`src/rtl/svo_patgen.sv`:
```
// svo_patgen: runtime-selectable AXI-stream test-pattern source (one frame per pass).
// Define SVO_PATGEN_SCROLL_EN to build the per-frame horizontal scroll.
module svo_patgen #(
   parameter int unsigned HOR_PIXELS = 640,
   parameter int unsigned VER_PIXELS = 480,
   parameter int unsigned BPC        = 8,
   parameter int unsigned CELL_LOG2  = 5
) (
   input  logic             clk,
   input  logic             resetn,
   input  logic [2:0]       mode,
   input  logic [3*BPC-1:0] solid_color,
   output logic             out_axis_tvalid,
   input  logic             out_axis_tready,
   output logic [3*BPC-1:0] out_axis_tdata,
   output logic             out_axis_tuser,
   output logic             out_axis_tlast
);
   localparam int unsigned HW        = $clog2(HOR_PIXELS);
   localparam int unsigned VW        = $clog2(VER_PIXELS);
   localparam int unsigned PW        = 3 * BPC;
   localparam int unsigned BAR_W     = HOR_PIXELS / 8;
   localparam int unsigned CELL_MASK = (1 << CELL_LOG2) - 1;
   localparam logic [31:0]   NOISE_SEED = 32'h075BCD15;
   localparam logic [HW-1:0] H_LAST     = HW'(HOR_PIXELS - 1);
   localparam logic [VW-1:0] V_LAST     = VW'(VER_PIXELS - 1);
   localparam logic [HW:0]   H_MOD      = (HW+1)'(HOR_PIXELS);

   logic [HW-1:0] hcursor;
   logic [VW-1:0] vcursor;
   logic [HW-1:0] scroll;
   logic [2:0]    mode_q;
   logic [31:0]   noise_q;

   logic          advance_c, at_origin_c, last_col_c, last_row_c;
   logic [HW:0]   px_sum_c;
   logic [HW-1:0] px_c;
   logic [31:0]   px32_c, vc32_c, noise_cur_c;
   logic [2:0]    eff_mode_c, bar_c, bar_rgb_c;
   logic          grid_c, checker_c;
   logic [BPC-1:0] grey_c;
   logic [PW-1:0] noise_pix_c, pix_c;

   function automatic logic [31:0] xorshift(input logic [31:0] s);
      logic [31:0] t;
      t = s ^ (s << 13);
      t = t ^ (t >> 17);
      t = t ^ (t << 5);
      return t;
   endfunction

   assign advance_c   = !out_axis_tvalid || out_axis_tready;
   assign last_col_c  = (hcursor == H_LAST);
   assign last_row_c  = (vcursor == V_LAST);
   assign at_origin_c = (hcursor == '0) && (vcursor == '0);
   // The origin pixel already uses the newly sampled mode and a fresh noise seed
   assign eff_mode_c  = at_origin_c ? mode : mode_q;
   assign noise_cur_c = at_origin_c ? NOISE_SEED : noise_q;

`ifdef SVO_PATGEN_SCROLL_EN
   // Scroll offset steps once per completed frame
   always_ff @(posedge clk or negedge resetn) begin
      if (!resetn) begin
         scroll <= '0;
      end else if (advance_c && last_col_c && last_row_c) begin
         scroll <= (scroll == H_LAST) ? '0 : scroll + HW'(1);
      end
   end
`else
   assign scroll = '0;
`endif

   assign px_sum_c = {1'b0, hcursor} + {1'b0, scroll};
   assign px_c     = (px_sum_c >= H_MOD) ? HW'(px_sum_c - H_MOD) : HW'(px_sum_c);
   assign px32_c   = 32'(px_c);
   assign vc32_c   = 32'(vcursor);

   assign bar_c     = ((px32_c / BAR_W) > 32'd7) ? 3'd7 : 3'(px32_c / BAR_W);
   assign grid_c    = ((px32_c & CELL_MASK) == 32'd0) || ((vc32_c & CELL_MASK) == 32'd0) ||
                      (px_c == H_LAST) || last_row_c;
   assign checker_c = px32_c[CELL_LOG2] ^ vc32_c[CELL_LOG2];
   assign grey_c    = BPC'(px_c);

   // Bar colours as {b,g,r} enables: white yellow cyan green magenta red blue black
   always_comb begin
      bar_rgb_c = 3'b000;
      case (bar_c)
         3'd0:    bar_rgb_c = 3'b111;
         3'd1:    bar_rgb_c = 3'b011;
         3'd2:    bar_rgb_c = 3'b110;
         3'd3:    bar_rgb_c = 3'b010;
         3'd4:    bar_rgb_c = 3'b101;
         3'd5:    bar_rgb_c = 3'b001;
         3'd6:    bar_rgb_c = 3'b100;
         default: bar_rgb_c = 3'b000;
      endcase
   end

   generate
      if (PW <= 32) begin : g_noise_trunc
         assign noise_pix_c = noise_cur_c[PW-1:0];
      end else begin : g_noise_ext
         assign noise_pix_c = {{(PW-32){1'b0}}, noise_cur_c};
      end
   endgenerate

   always_comb begin
      pix_c = '0;
      case (eff_mode_c)
         3'd0:    pix_c = solid_color;
         3'd1:    pix_c = {{BPC{bar_rgb_c[2]}}, {BPC{bar_rgb_c[1]}}, {BPC{bar_rgb_c[0]}}};
         3'd2:    pix_c = {PW{grid_c}};
         3'd3:    pix_c = {PW{checker_c}};
         3'd4:    pix_c = {3{grey_c}};
         3'd5:    pix_c = noise_pix_c;
         default: pix_c = '0;
      endcase
   end

   // Output register and raster cursors; everything holds while the sink stalls
   always_ff @(posedge clk or negedge resetn) begin
      if (!resetn) begin
         out_axis_tvalid <= 1'b0;
         out_axis_tdata  <= '0;
         out_axis_tuser  <= 1'b0;
         out_axis_tlast  <= 1'b0;
         hcursor         <= '0;
         vcursor         <= '0;
         mode_q          <= 3'd0;
         noise_q         <= NOISE_SEED;
      end else if (advance_c) begin
         out_axis_tvalid <= 1'b1;
         out_axis_tdata  <= pix_c;
         out_axis_tuser  <= at_origin_c;
         out_axis_tlast  <= last_col_c;
         noise_q         <= xorshift(noise_cur_c);
         if (at_origin_c) begin
            mode_q <= mode;
         end
         if (last_col_c) begin
            hcursor <= '0;
            vcursor <= last_row_c ? '0 : vcursor + VW'(1);
         end else begin
            hcursor <= hcursor + HW'(1);
         end
      end
   end
endmodule

```
`config.mk`:
```
export PLATFORM = sky130hd
export DESIGN_NAME = svo_patgen
export DESIGN_NICKNAME = d
export VERILOG_FILES = /design/src/rtl/svo_patgen.sv
export SDC_FILE = /design/constraint.sdc
export NUM_CORES = 1
export LEC_CHECK = 0
export CAP_MARGIN = 15
export CORE_AREA = 4 4 115 117
export CTS_BUF_LIST = sky130_fd_sc_hd__clkbuf_16
export CTS_CLUSTER_DIAMETER = 30
export CTS_CLUSTER_SIZE = 16
export DETAILED_ROUTE_END_ITERATION = 7
export DIE_AREA = 0 0 119 121
export SLEW_MARGIN = 25
export SYNTH_ARGS = -nofsm -noshare
export SYNTH_HDL_FRONTEND = slang
export SYNTH_SLANG_ARGS = --single-unit
```
`constraint.sdc`:
```
create_clock -name clk -period 3.8 [get_ports clk]
set_input_delay 0.76 -clock clk [delete_from_list [all_inputs] [get_ports clk]]
set_output_delay 0.76 -clock clk [all_outputs]
set_load 0.1 [all_outputs]
```
==> impl_metrics.csv <==
group,metric,value,unit
status,outcome,"finished, final reports clean",
cts,path_clk_slew,0.06,ns
cells_and_area,final_nets,668,
die,num_rows,41,
worst_setup_path,crit_family,"compound AO/OA/AOI/OAI gates",
synth,yosys.area.top_type_share,30.1,%
cts,clk-insertion-delay-late,0.35,ns
job,drv_cap,0,
die,num_io_pins,57,
drt,first_pass_iters,6,
die,fp.dieW,119,µm
cells_and_area,seq_area,2050,µm²
cells_and_area,n_antenna_cell,0,
cells_and_area,fillerInstances,1147,
placed_design,io_buffers,56,
die,start_util,43.7,%
synth,ys_types,73,
worst_setup_path,r2r_slack,0.45,ns
worst_setup_path,r2r-start,"hcursor[7]",
cts,cts_tree,"done",
timing,maxSlewHeadroom,27.2,%
timing,hold_viol,0,
global_routing,grt_pass1_wl,24200,µm
global_routing,antenna_found_initial,0,
power_and_ir_drop,finalPower,5690,µW
cells_and_area,multi_input_area,3080,µm²
worst_setup_path,path_common_cell,"ha_1",
placed_design,post_dp_cell_area,6040,µm²
drt,ant_nets,0,
worst_setup_path,endpoint_kind,"flop",
timing,tightest_slew,1.09,ns
cts,cts_made_buffers,9,
worst_setup_path,path_buf_inv,2,
cts,htreeDepth,3,
worst_setup_path,crit_chain,"buf_4 -> inv_1 -> ha_1 -> a31oi_1 -> ha_1 -> and2_1 -> o31ai_1 -> a222oi_1 -> o21ai_1 -> nor2_1 -> o311ai_4 -> o221ai_1",
timing,setup-tns-final,0,ns
worst_setup_path,cp.arrival,3.59,ns
global_routing,first_global_vias,4435,
worst_setup_path,cpPeakStageDelay,0.50,ns
die,die_area,14400,µm²
worst_setup_path,worstPathMaxFanout,15,
synth,ys.flop_type,"dfrtp_1",
synth,ys_async_sr_fraction,100,%
worst_setup_path,rr_worst_depth,12,
drt,num_vias,4667,
cells_and_area,syn_to_final_growth,17.5,%
timing,skew,0.00937,ns
drt,wl_per_cell,18.5,µm
die,dieHeight,121,µm
drt,viasPerCell,5.78,
timing,post-route-period-util,88.0,%
timing,max_freq,299,MHz
cells_and_area,drive_gt1_share,10.4,%
synth,synth_area_leader_cell,"dfrtp_1",
synth,syn_inst,604,
cts,cts_setup_buffers,0,
timing,drv_slew,0,
cts,cts-resized-gates,0,
die,design.core.area,12400,µm²
worst_setup_path,crit_required,4.05,ns
global_routing,grt_max_degree,82,
worst_setup_path,crit_path_top_delay_cell,"a222oi_1",
timing,setup_violations,0,
placed_design,dpl.hpwl,10500,µm
synth,syn-num-nets,641,
synth,synth_warnings,0,
cts,root_buffer,"clkbuf_16",
placed_design,gp_congestion,0.850,
synth,syn_area_per_cell,8.95,µm²
placed_design,post-place-ws,0.530,ns
cts,cts.sinks,81,
worst_setup_path,crit_type,"flop to flop",
global_routing,overflow,0,
worst_setup_path,start_kind,"flop",
power_and_ir_drop,p_per_area,897,nW/µm²
timing,rsz0062_at_grt,"false",
synth,synth_area,5400,µm²
cts,clk_path_buf_depth,2,
power_and_ir_drop,peakVddDrop,0.564,mV
worst_setup_path,worstReg2RegEnd,"out_axis_tdata[22]",
power_and_ir_drop,power_leakage,0.00252,µW
synth,synth_edf_count,0,
cells_and_area,utilization,51.4,%
synth,synth-seq-cells,81,
synth,yosys-top-cells-area,"dfrtp_1, xnor2_1, dfstp_2",
cts,holdBufCountCts,0,
drt,drc,0,
drt,wl,14900,µm
cells_and_area,design_area,6350,µm²
global_routing,track_usage,21.2,%
synth,ys_seq_area_share,37.9,%
min_path,min_path_type,"input port to async pin",
timing,fin_ws,0.455,ns
timing,fin_crit,3.35,ns
drt,drt_iter0_drc,563,
-- layout by cell type, fill, tap and decap left out, drive strengths merged, types with 7 or more instances in the layout --
| cell type | Yosys | layout |
|---|---|---|
| nand4 | 13 | 13 |
| nor2 | 44 | 44 |
| dfstp | 16 | 16 |
| buf | 14 | 13 |
| a22o | 16 | 16 |
| nand3 | 16 | 16 |
| inv | 13 | 16 |
| ha | 7 | 7 |
| nor3 | 13 | 13 |
| a22oi | 13 | 13 |
| dfrtp | 65 | 65 |
| xor2 | 22 | 22 |
| xnor2 | 53 | 53 |
| clkbuf | 38 | 9 |
| clkdlybuf4s50 | 0 | 55 |
| nand2 | 61 | 61 |
| nor2b | 9 | 9 |
| a21oi | 33 | 33 |
| o21ai | 57 | 57 |
-- metal layers --
| layer | global-route usage (%) | part of all wire, % | up-vias |
|---|---|---|---|
| li1 | - | - | 2217 |
| met1 | 30.3 | 46 | 2268 |
| met2 | 32.4 | 46 | 163 |
| met3 | 3.26 | 5.4 | 19 |
| met4 | 8.11 | 1.8 | 0 |
| met5 | 0 | 0 | - |
-- where the power goes --
part | internal, µW | switching (µW) | total, µW
registers | 1240 | 479 | 1720
logic | 1320 | 1720 | 3050
clock network | 570 | 359 | 929
-- kinds of logic after synthesis --
logic type	after synthesis	synth area share [%]
adders and majority gates	7	1.62
AOI/OAI and AO/OA	180	23.3
muxes	6	1.27
other	1	0.0694
DFF	81	37.9
and+or+nand+nor	189	18.3
xor gates and xnor gates	75	12.2
buffers and inverters	65	5.35
-- flip-flops by register name, indices dropped and copies added (netlist names) --
signal,flops
vcursor,9
hcursor,10
mode_q,3
out_axis_tuser,1
out_axis_tdata,24
out_axis_tvalid,1
noise_q,32
out_axis_tlast,1
-- metrics by stage --
step,hold slack [ns],cells
final,0.446,808
after global routing,0.515,808
after CTS,0.485,808
after detailed placement,0.476,792
after global placement,0.464,792
after floorplan,0.454,604
-- area by class of cell --
class / count / area share [%]
Inverter: 13 / 0.769
Multi-Input combinational cell: 458 / 48.4
Sequential cell: 81 / 32.2
Clock buffer: 9 / 3.55
Tap cell: 172 / 3.39
Timing Repair Buffer: 68 / 10.3
Clock inverter: 7 / 1.34
-- cell usage after synthesis, drive strengths merged (5+ instances only) --
| master | count |
|---|---|
| clkbuf | 38 |
| nor3 | 13 |
| a22oi | 13 |
| xnor2 | 53 |
| a222oi | 6 |
| a211o | 6 |
| ha | 7 |
| nor2 | 44 |
| a22o | 16 |
| xor2 | 22 |
| or2 | 5 |
| a221o | 5 |
| o21ai | 57 |
| inv | 13 |
| nor2b | 9 |
| nand2b | 6 |
| nand4 | 13 |
| dfrtp | 65 |
| o221ai | 6 |
| nand2 | 61 |
| a21oi | 33 |
| dfstp | 16 |
| nand3 | 16 |
| o211ai | 6 |
| buf | 14 |
-- worst reg2reg max path, stage by stage, from the launching register on --
cell and delay, ns:
dfrtp_1 0.32, buf_4 0.20, inv_1 0.10, ha_1 0.41, a31oi_1 0.22, ha_1 0.25
and2_1 0.17, o31ai_1 0.08, a222oi_1 0.50, o21ai_1 0.22, nor2_1 0.34, o311ai_4 0.19
o221ai_1 0.24
-- worst max path at each step --
stage	start	endpoint	slack, ns	cells after the start
after floorplan	hcursor[7]	out_axis_tdata[16]	0.73	12
after detailed placement	hcursor[7]	out_axis_tdata[22]	0.53	12
after global placement	hcursor[7]	out_axis_tdata[19]	0.65	12
final	hcursor[7]	out_axis_tdata[22]	0.45	12
after global routing	hcursor[7]	out_axis_tdata[16]	0.24	13
after CTS	hcursor[7]	out_axis_tdata[22]	0.52	12
Note: power is estimated with default switching activity, not from simulation.
